===== config.mk =====
export PLATFORM = sky130hd
export DESIGN_NAME = ram_bist_ctrl
export DESIGN_NICKNAME = d
export VERILOG_FILES = /design/src/rtl/ram_bist_ctrl.sv
export SDC_FILE = /design/constraint.sdc
export NUM_CORES = 1
export LEC_CHECK = 0
export BUFFER_PORTS_ARGS = -buffer_cell sky130_fd_sc_hd__buf_2
export CORE_UTILIZATION = 60
export DETAILED_ROUTE_END_ITERATION = 16
export GPL_TIMING_DRIVEN = 1
export PLACE_DENSITY = 0.81
export SLEW_MARGIN = 30
export SYNTH_ARGS = -nofsm -noshare
export SYNTH_HDL_FRONTEND = slang
export SYNTH_SLANG_ARGS = --single-unit

===== constraint.sdc =====
create_clock -name clk -period 8.8 [get_ports clk]
set_input_delay 1.32 -clock clk [delete_from_list [all_inputs] [get_ports clk]]
set_output_delay 1.32 -clock clk [all_outputs]
set_load 0.05 [all_outputs]

===== src/rtl/ram_bist_ctrl.sv =====
// RAM self-test controller with an inferred simple dual-port RAM: fills the
// RAM with a seeded pattern, reads it back and reports pass, error count and
// first failing address. Ports: clk, rst_n, start/mode/seed/cont/inj_err in;
// busy/done/pass/err_cnt/first_err_addr and RAM debug taps out.
// Optional feature macro RAM_OUT_REG_EN adds a RAM output register (latency 2).
module ram_bist_ctrl #(
  parameter int DATA_W = 8,
  parameter int ADDR_W = 5
) (
  input  logic              clk,
  input  logic              rst_n,
  input  logic              start,
  input  logic [1:0]        mode,
  input  logic [DATA_W-1:0] seed,
  input  logic              cont,
  input  logic              inj_err,
  output logic              busy,
  output logic              done,
  output logic              pass,
  output logic [ADDR_W:0]   err_cnt,
  output logic [ADDR_W-1:0] first_err_addr,
  output logic              ram_wr_en,
  output logic [ADDR_W-1:0] ram_wr_addr,
  output logic [DATA_W-1:0] ram_wr_data,
  output logic              ram_rd_en,
  output logic [ADDR_W-1:0] ram_rd_addr,
  output logic [DATA_W-1:0] ram_rd_data
);

  localparam int DEPTH = 2**ADDR_W;
`ifdef RAM_OUT_REG_EN
  localparam int LAT = 2;
`else
  localparam int LAT = 1;
`endif

  localparam logic [2:0] S_IDLE  = 3'd0;
  localparam logic [2:0] S_WRITE = 3'd1;
  localparam logic [2:0] S_READ  = 3'd2;
  localparam logic [2:0] S_DRAIN = 3'd3;
  localparam logic [2:0] S_DONE  = 3'd4;

  localparam logic [ADDR_W-1:0] LAST_A = ADDR_W'(DEPTH - 1);
  localparam logic [ADDR_W:0]   MAX_E  = (ADDR_W+1)'(DEPTH);

  logic [2:0]        state_q, state_d;
  logic [ADDR_W-1:0] addr_q, addr_d;
  logic [1:0]        mode_q, mode_d;
  logic [DATA_W-1:0] seed_q, seed_d;
  logic [ADDR_W:0]   err_q, err_d;
  logic [ADDR_W-1:0] ferr_q, ferr_d;
  logic              pass_q, pass_d;
  logic              drn_q, drn_d;

  logic [DATA_W-1:0] mem [DEPTH];
  logic [DATA_W-1:0] rd1_q;
  logic              c1_vld_q, c1_vld_d;
  logic [ADDR_W-1:0] c1_addr_q, c1_addr_d;
  logic [DATA_W-1:0] c1_exp_q, c1_exp_d;

  logic              cmp_vld;
  logic [ADDR_W-1:0] cmp_addr;
  logic [DATA_W-1:0] cmp_exp;
  logic [DATA_W-1:0] cmp_dat;
  logic              mism;

  logic              wr_en, rd_en;
  logic [DATA_W-1:0] exp_w;
  logic [DATA_W-1:0] wdata;

  function automatic logic [DATA_W-1:0] pat(
    input logic [1:0]        m,
    input logic [DATA_W-1:0] s,
    input logic [ADDR_W-1:0] a
  );
    logic [DATA_W-1:0] av;
    av = DATA_W'(a);
    case (m)
      2'd0:    pat = s + av;
      2'd1:    pat = s;
      2'd2:    pat = a[0] ? ~s : s;
      default: pat = ~(s + av);
    endcase
  endfunction

  assign wr_en = (state_q == S_WRITE);
  assign rd_en = (state_q == S_READ);
  assign exp_w = pat(mode_q, seed_q, addr_q);
  assign wdata = exp_w ^ {{(DATA_W-1){1'b0}}, inj_err};

  assign ram_wr_en   = wr_en;
  assign ram_wr_addr = wr_en ? addr_q : '0;
  assign ram_wr_data = wr_en ? wdata : '0;
  assign ram_rd_en   = rd_en;
  assign ram_rd_addr = rd_en ? addr_q : '0;

  always_ff @(posedge clk) begin
    if (wr_en) mem[addr_q] <= wdata;
  end

  always_ff @(posedge clk or negedge rst_n) begin
    if (!rst_n) rd1_q <= '0;
    else if (rd_en) rd1_q <= mem[addr_q];
  end

  // Expected word and address travel alongside the RAM read latency.
  always_comb begin
    c1_vld_d  = rd_en;
    c1_addr_d = addr_q;
    c1_exp_d  = exp_w;
  end

  always_ff @(posedge clk or negedge rst_n) begin
    if (!rst_n) begin
      c1_vld_q  <= 1'b0;
      c1_addr_q <= '0;
      c1_exp_q  <= '0;
    end else begin
      c1_vld_q  <= c1_vld_d;
      c1_addr_q <= c1_addr_d;
      c1_exp_q  <= c1_exp_d;
    end
  end

`ifdef RAM_OUT_REG_EN
  logic [DATA_W-1:0] rd2_q;
  logic              c2_vld_q;
  logic [ADDR_W-1:0] c2_addr_q;
  logic [DATA_W-1:0] c2_exp_q;

  always_ff @(posedge clk or negedge rst_n) begin
    if (!rst_n) begin
      rd2_q     <= '0;
      c2_vld_q  <= 1'b0;
      c2_addr_q <= '0;
      c2_exp_q  <= '0;
    end else begin
      rd2_q     <= rd1_q;
      c2_vld_q  <= c1_vld_q;
      c2_addr_q <= c1_addr_q;
      c2_exp_q  <= c1_exp_q;
    end
  end

  assign cmp_dat  = rd2_q;
  assign cmp_vld  = c2_vld_q;
  assign cmp_addr = c2_addr_q;
  assign cmp_exp  = c2_exp_q;
`else
  assign cmp_dat  = rd1_q;
  assign cmp_vld  = c1_vld_q;
  assign cmp_addr = c1_addr_q;
  assign cmp_exp  = c1_exp_q;
`endif

  assign ram_rd_data = cmp_dat;
  assign mism = cmp_vld && (cmp_dat != cmp_exp);

  always_comb begin
    state_d = state_q;
    addr_d  = addr_q;
    mode_d  = mode_q;
    seed_d  = seed_q;
    err_d   = err_q;
    ferr_d  = ferr_q;
    pass_d  = pass_q;
    drn_d   = drn_q;
    if (mism) begin
      if (err_q != MAX_E) err_d = err_q + 1'b1;
      if (err_q == '0) ferr_d = cmp_addr;
    end
    case (state_q)
      S_IDLE: begin
        if (start) begin
          mode_d  = mode;
          seed_d  = seed;
          err_d   = '0;
          ferr_d  = '0;
          pass_d  = 1'b0;
          addr_d  = '0;
          state_d = S_WRITE;
        end
      end
      S_WRITE: begin
        addr_d = addr_q + 1'b1;
        if (addr_q == LAST_A) state_d = S_READ;
      end
      S_READ: begin
        addr_d = addr_q + 1'b1;
        drn_d  = 1'b0;
        if (addr_q == LAST_A) state_d = S_DRAIN;
      end
      S_DRAIN: begin
        drn_d = drn_q + 1'b1;
        if (drn_q == 1'(LAT - 1)) state_d = S_DONE;
      end
      S_DONE: begin
        pass_d = (err_q == '0);
        if (cont) begin
          seed_d  = seed_q + 1'b1;
          err_d   = '0;
          ferr_d  = '0;
          addr_d  = '0;
          state_d = S_WRITE;
        end else begin
          state_d = S_IDLE;
        end
      end
      default: state_d = S_IDLE;
    endcase
  end

  always_ff @(posedge clk or negedge rst_n) begin
    if (!rst_n) begin
      state_q <= S_IDLE;
      addr_q  <= '0;
      mode_q  <= '0;
      seed_q  <= '0;
      err_q   <= '0;
      ferr_q  <= '0;
      pass_q  <= 1'b0;
      drn_q   <= 1'b0;
    end else begin
      state_q <= state_d;
      addr_q  <= addr_d;
      mode_q  <= mode_d;
      seed_q  <= seed_d;
      err_q   <= err_d;
      ferr_q  <= ferr_d;
      pass_q  <= pass_d;
      drn_q   <= drn_d;
    end
  end

  assign busy           = (state_q != S_IDLE);
  assign done           = (state_q == S_DONE);
  assign pass           = pass_q;
  assign err_cnt        = err_q;
  assign first_err_addr = ferr_q;

endmodule

=== Word level (Yosys, flattened, before mapping) ===
Memory sizes are Yosys's and may differ from the RTL's. A register that Yosys moved wholly into a read port is not among the register bits.
Cells that the tools add are included.

* Register bits after elaboration: 45
* RAM bits: 256
* Input port bits: 15
* Output and inout bits: 42
* Word-level logic and storage cells: 81
* Memories kept: 1

{| class="wikitable"
|+ Memory list
! name !! depth !! bits a word !! read ports !! clocked after memory_dff !! write ports !! line !! text
|-
| mem || 32 || 8 || 1 || 1 || 1 || 55 || <nowiki>logic [DATA_W-1:0] mem [DEPTH];</nowiki>
|}

* Add/subtract/negate cells: 5
* Equal/unequal tests: 14
* Mux-type cells: 32
* Bitwise operators: 3
* Reductions and logical operators: 15

{| class="wikitable"
|+ Operators with widths
! kind !! count
|-
| 5-bit two-way mux || 8
|-
| 8-bit two-way mux || 4
|-
| 6-bit two-way mux || 4
|-
| 8-bit one-hot mux with 3 select lines || 1
|-
| 8-bit NOT || 2
|-
| 8-bit one-hot mux with 2 select lines || 1
|-
| 3-bit one-hot mux with 5 select lines || 1
|-
| 5-bit one-hot mux with 3 select lines || 1
|-
| 3-bit two-way mux || 4
|-
| 6-bit one-hot mux with 2 select lines || 1
|-
| 5-bit one-hot mux with 2 select lines || 1
|-
| 8-bit by 1-bit adder with 8-bit output, second input constant || 1
|-
| 8-bit by 5-bit adder with 8-bit output || 1
|-
| 8-bit != test || 1
|-
| 8-bit by 1-bit bitwise XOR with 8-bit output || 1
|-
| 6-bit by 1-bit adder with 6-bit output, second input constant || 1
|-
| 3-bit by 2-bit equality test with 1-bit output, second input constant || 2
|-
| 6-bit logical NOT || 1
|-
| 2-bit != test, second input constant || 3
|-
| 6-bit != test, second input constant || 1
|-
| 3-bit AND reduction || 2
|-
| 3-bit nonzero test || 2
|-
| 5-bit by 1-bit adder with 5-bit output, second input constant || 1
|-
| 5-bit equality test, second input constant || 1
|-
| other kinds (16) || 23
|}

=== Depth between registers and ports, before layout ===
Gate-level depths: netlist (run 1).

* Word-level depth: 5
* Gate-level depth with buffers: 10
* Depth with buffers taken out: 9

=== Worst setup path after synthesis (run 1) ===
No wires, ideal clock.

* Path type: reg2out
* Start: reg addr_q[0]
* End: out ram_wr_data[6]
* Data arrival time: 3.185 ns
* Data required time: 7.480 ns
* Setup slack: 4.295 ns
* Stages on the path, launching flop included: 9
* Path buffers: 0
* Path through: dfrtp_1 -> ha_1 -> fa_1 -> a21o_1 -> a21boi_0 -> o21ai_0 -> a21oi_1 -> xor2_1 -> and2_1

* Cells in the longest elaborated chain, start to end: 5
* Elaborated cells on any way between the ends: 6
* Those cells by class: add/sub (1); mux (3); bitwise (2)

{| class="wikitable"
|+ RTL lines
! what !! line !! text
|-
| from (decl) || 47 || <nowiki>logic [ADDR_W-1:0] addr_q, addr_d;</nowiki>
|-
| from (signal assigned) || 225 || <nowiki>addr_q <= addr_d;</nowiki>
|-
| 8-bit by 5-bit adder with 8-bit output || 79, 82 ||
|-
| 8-bit NOT || 82 || <nowiki>default: pat = ~(s + av);</nowiki>
|-
| 8-bit one-hot mux with 3 select lines * || 78 || <nowiki>case (m)</nowiki>
|-
| via c1_exp_d[6] || 59 || <nowiki>logic [DATA_W-1:0] c1_exp_q, c1_exp_d;</nowiki>
|-
| 8-bit by 1-bit bitwise XOR with 8-bit output * || 89 || <nowiki>assign wdata = exp_w ^ {{(DATA_W-1){1'b0}}, inj_err};</nowiki>
|-
| 8-bit two-way mux * || 93 || <nowiki>assign ram_wr_data = wr_en ? wdata : '0;</nowiki>
|-
| to (decl) || 24 || <nowiki>output logic [DATA_W-1:0] ram_wr_data,</nowiki>
|}

Mark *: on every way through the listed nets, which the timed path passes. The rest lies on a longest branch.

=== Worst setup path after layout (run 1) ===
Ends and elaborated chain as after synthesis.

==> results of run 1 <==
-- area by class of cell --
class | instances | area share [%]
Tap cell | 275 | 2.40
Clock inverter | 15 | 0.855
Multi-Input combinational cell | 435 | 25.6
Clock buffer | 37 | 5.27
Sequential cell | 309 | 62.9
Inverter | 21 | 0.550
Timing Repair Buffer | 65 | 2.43
-- layout by cell type, fill, tap and decap left out, types with 7 or more instances in the layout --
cell type and instances:
buf_2 56, o21ai_0 26, clkinv_1 7, a21oi_1 25
mux2i_1 29, nor2_1 76, clkbuf_16 29, ha_1 13
clkbuf_1 8, nand2_1 54, a31oi_1 11, nand4_1 8
xnor2_1 10, dfrtp_1 51, mux4_2 51, edfxtp_1 256
nand3_1 17, buf_4 9, inv_1 20, xor2_1 11
-- sequential cells by signal (all words and copies together) (netlist names) --
name and cells:
state_q 3, addr_q 5, c1_addr_q 5, c1_vld_q 1, ram_rd_data 8, pass 1, seed_q 8, mem 256
drn_q 1, mode_q 2, err_cnt 6, c1_exp_q 8, first_err_addr 5
-- power breakdown --
| group | switching [mW] | internal, mW | total [mW] |
|---|---|---|---|
| registers | 0.188 | 2.34 | 2.53 |
| logic | 1.45 | 0.602 | 2.06 |
| clock network | 0.503 | 0.662 | 1.16 |
| total | 2.14 | 3.60 | 5.75 |
-- through the flow --
| step | util, % | setup WS, ns | cell area (um2) | total power, mW | instances |
|---|---|---|---|---|---|
| 5_1_grt | 68.0 | 3.62 | 14300 | 5.96 | 1157 |
| 3_5_place_dp | 63.8 | 4.38 | 13500 | 4.58 | 1105 |
| 2_1_floorplan | - | 4.30 | 13000 | 3.90 | 808 |
| 3_3_place_gp | 63.8 | 4.19 | 13400 | 4.52 | 1105 |
| 4_1_cts | 68.0 | 3.79 | 14300 | 5.74 | 1157 |
| 6_report | 68.0 | 3.84 | 14300 | 5.75 | 1157 |
-- routing by layer --
layer	up-vias	GRT usage, %	wire length, um
li1	3225	-	-
met1	3730	35.8	10800
met2	495	44.3	14200
met3	63	4.40	2930
met4	0	8.72	786
met5	-	0	0
-- path summary, 6_finish.rpt --
check / start / endpoint / slack (ns) / depth (start not counted)
setup / recovery: addr_q[0] / ram_wr_data[6] / 3.84 / 10
hold / removal: drn_q / drn_q / 0.47 / 1
setup reg to reg: addr_q[1] / mem[11][3] / 5.54 / 4
hold reg to reg: drn_q / drn_q / 0.47 / 1
max in group asynchronous: rst_n / addr_q[0] / 7.34 / 2
min in group asynchronous: rst_n / seed_q[6] / 0.57 / 1
-- worst max-delay path, stage by stage, from the launching register on --
cell	delay (ns)
dfrtp_4	0.66
ha_1	0.31
fa_1	0.40
a21o_1	0.19
a21boi_0	0.21
o21ai_0	0.12
a21oi_1	0.27
xor2_2	0.15
buf_4	0.36
and2_1	0.17
buf_2	0.25
-- logic make-up after synthesis --
logic type,Yosys count,share of synthesized area (%)
DFF,309,69.4
and+or+nand+nor,193,6.69
AOI/OAI and AO/OA,116,5.89
muxes,87,12.3
buffers and inverters,64,2.65
xor gates and xnor gates,25,1.69
adders and majority gates,14,1.41
==> results.toml, run 1 <==
[status]
outcome = "finished, final reports clean"

[route]
vias = 7513
dr.pass1.iters = 5
antenna_left = 0
drc = 0
wire_per_inst_um = 24.8
via_per_inst = 6.49
first_iter_violations = 801
routed_wl_mm = 28.7

[sta]
worst_pin_slew_ns = 0.943
slew_headroom_pct = 36.9
hold_violations = 0
holdWs_ns = 0.473
fin_setup_tns_ns = 0
fmax_mhz = 201
setup_viol = 0
clock_skew_ns = 0.0140
rsz0062_at_grt = "no"
timing.final.crit_share_pct = 56.4
slew_viol_final = 0
min_period_ns = 4.96

[cells_and_area]
areaGrowthSynthToFinish_pct = 10.4
finalNetCount = 889
num_antenna_cells = 0
drive_gt1_share_pct = 19.7
seq_area_um2 = 9020
multi_input_area_um2 = 3670
fillers = 1299

[floorplan]
die_width_um = 149
die_h_um = 149
die_area_um2 = 22200
core_um2 = 21100
fp-row-count = 53
io-pin-count = 57
start_util_pct = 61.6

[cts]
numCtsBuffers = 28
cts-resized-gates = 0
htree_levels = 1
cts_tree = "yes"
cts.sinks = 309
cts_buffer_depth = 3
clk_pin_slew_ns = 0.07
hold_buffers = 0
post_cts_buffers = 0
root_buffer = "clkbuf_16"
clk_latency_ns = 0.54

[yosys]
yosysMostFrequentCell = "edfxtp_1"
ys_ff_latch = 309
synth_top_area_cell = "edfxtp_1"
ys_types = 58
synth_area_leaders = "edfxtp_1 59%, dfrtp_1 10%, mux4_2 8.8%"
ys_warn_count = 0
synth-seq-area-share_pct = 69.4
synth_nets = 837
netlist_area_um2 = 13000
synthTopCellsByCount = "256 x edfxtp_1, 77 x nor2_1, 56 x nand2_1"
synth_top_area_share_pct = 59.2
async_flop_share_pct = 17.2
synthCells = 808
ys.flop_type = "edfxtp_1"
avgSynthCellArea_um2 = 16.1
synth_edf_count = 256

[global_route]
grt_pass1_vias = 7125
grt_first_pass_wirelength_mm = 42.8
grt_max_degree = 52
antenna_found_initial = 0
overflow = 0
track_usage_pct = 26.5

[placed_design]
portBuffers = 56
gp_congestion = 0.920
dp_hpwl_mm = 17.4

[setup_path]
cp-end-kind = "output port"
crit_required_ns = 7.48
cp_max_fo = 34
start_kind = "register"
critPathKind = "register to output port"
arrival_ns = 3.64

[hold_path]
hp-class = "register to register"

[power]
power_leakage_nw = 5.16
p_per_area_nw_per_um2 = 401
ir_worst_vdd_uv = 294

[job]
max_cap_violations = 0
Note: power is estimated with default switching activity, not from simulation.
==> inputs of run 2 (changes only) <==
- CORE_UTILIZATION: 60 -> 55
- PLACE_DENSITY: 0.81 -> 0.78
- clock period: 8.8 -> 4.3 ns (I/O delays scaled with it)
==> results.toml, run 2 (synthesis results as in run 1) <==
[placed_design]
portBuffers = 56
gp_congestion = 0.868
place_inst = 1151
dp_hpwl_mm = 17.8
placed_area_um2 = 13600

[power]
p_per_area_nw_per_um2 = 824
ir_worst_vdd_uv = 722
power_leakage_nw = 5.21

[sta]
rsz0062_at_grt = "no"
fin_setup_tns_ns = 0
slew_viol_final = 0
slew_headroom_pct = 38.1
worst_pin_slew_ns = 0.925
fmax_mhz = 265
timing.final.crit_share_pct = 87.8
clock_skew_ns = 0.0150
min_period_ns = 3.77
setup_viol = 0
hold_violations = 0

[cells_and_area]
num_antenna_cells = 0
largest_reg_flops = 256
seq_area_um2 = 9020
fillers = 1611
final_cell_mix = "256 x edfxtp_1, 77 x nor2_1, 56 x nand2_1, 56 x buf_2"
fin_util_pct = 63.1
finalInstanceArea_um2 = 14500
finalNetCount = 900
top_register = "mem"
drive_gt1_share_pct = 20.2
areaGrowthSynthToFinish_pct = 11.4
layout_commonest_cell = "edfxtp_1"
finalNonFillerCells = 1205
multi_input_area_um2 = 3660

[setup_path]
arrival_ns = 3.13
critPathMaxStageDelay_ns = 0.65
r2r-end = "mem[2][5]"
rr_worst_depth = 7
critPathKind = "register to output port"
start_kind = "register"
cp-end-kind = "output port"
timing.rr.start = "addr_q[3]"
cp_max_fo = 20
cp-startpoint = "addr_q[3]"
cp_cell_sequence = "ha_1 > inv_1 > o21ai_0 > a21oi_1 > nor4_2 > mux2i_1 > buf_2"
crit_required_ns = 3.65
r2r_setup_slack_ns = 1.04
slowest_stage = "dfrtp_1"

[job]
max_cap_violations = 0

[cts]
post_cts_buffers = 0
htree_levels = 1
root_buffer = "clkbuf_16"
clk_latency_ns = 0.56
cts_buffer_depth = 3
cts_tree = "yes"
numCtsBuffers = 30
cts.sinks = 309
clk_pin_slew_ns = 0.06

[route]
drc = 0
routed_wl_mm = 28.5
via_per_inst = 6.19
first_iter_violations = 1043
antenna_left = 0
wire_per_inst_um = 23.7
dr.pass1.iters = 7
vias = 7454

[floorplan]
start_util_pct = 56.7
core_um2 = 22900
die_h_um = 156
io-pin-count = 57
die_area_um2 = 24200
fp-row-count = 55
die_width_um = 156

[global_route]
track_usage_pct = 24.7
overflow = 0
grt_pass1_vias = 7407
antenna_found_initial = 0
grt_first_pass_wirelength_mm = 44.1
grt_max_degree = 46

[hold_path]
hold_path_depth = 3
hp-class = "input port to register"
min_from = "mode[0]"
hold_path_end = "mode_q[0]"

[status]
outcome = "finished, final reports clean"
==> run 2: per-layer routing <==
| metal | GRT usage (%) | up-vias | wire [um] |
|---|---|---|---|
| li1 | - | 3249 | - |
| met1 | 34.2 | 3723 | 11500 |
| met2 | 40.1 | 396 | 13800 |
| met3 | 3.92 | 86 | 2100 |
| met4 | 9.20 | 0 | 1080 |
| met5 | 0 | - | 0 |
==> run 2: final cells by class <==
type,count,area share [%]
Multi-Input combinational cell,435,25.3
Inverter,21,0.545
Clock buffer,39,5.49
Tap cell,313,2.71
Timing Repair Buffer,74,2.89
Clock inverter,14,0.675
Sequential cell,309,62.4
==> run 2: where the power goes <==
part	internal, mW	leakage (nW)	switching [mW]
logic	1.32	1.79	3.17
registers	4.77	2.99	0.248
clock network	1.35	0.438	1.06
total	7.44	5.21	4.48
==> run 2: critical path: cells and delay by family, from the launching register on <==
family | cells | cell delay, ns
adder cells (fa/ha/maj) | 1 | 0.50
flip-flops | 1 | 0.65
AO/OA/AOI/OAI | 2 | 0.37
buffers and inverters | 2 | 0.35
multiplexers | 1 | 0.23
AND/OR/NAND/NOR | 1 | 0.48
==> run 2: repair_timing <==
item,in CTS,in global routing
resized for setup,0,0
hold buffers,1,0
setup endpoints to repair,0,0
hold endpoints to repair,12,0
==> run 2: worst max path at each step <==
stage                                end  slack (ns)  cells after the start
after floorplan           ram_wr_data[6]        0.47                      8
after global placement    ram_wr_data[6]        1.18                      9
after detailed placement      mem[21][5]        1.11                      7
after CTS                 ram_wr_data[7]        0.52                      7
after global routing      ram_wr_data[7]        0.38                      7
final                     ram_wr_data[7]        0.53                      7
==> run 2: metrics by stage <==
stage	power (mW)	hold slack, ns	setup slack (ns)
5_1_grt	12.4	0.327	0.380
3_3_place_gp	9.45	0.452	1.18
4_1_cts	12.0	0.283	0.519
3_5_place_dp	9.56	0.475	1.11
6_report	11.9	0.300	0.525
2_1_floorplan	7.98	0.349	0.470
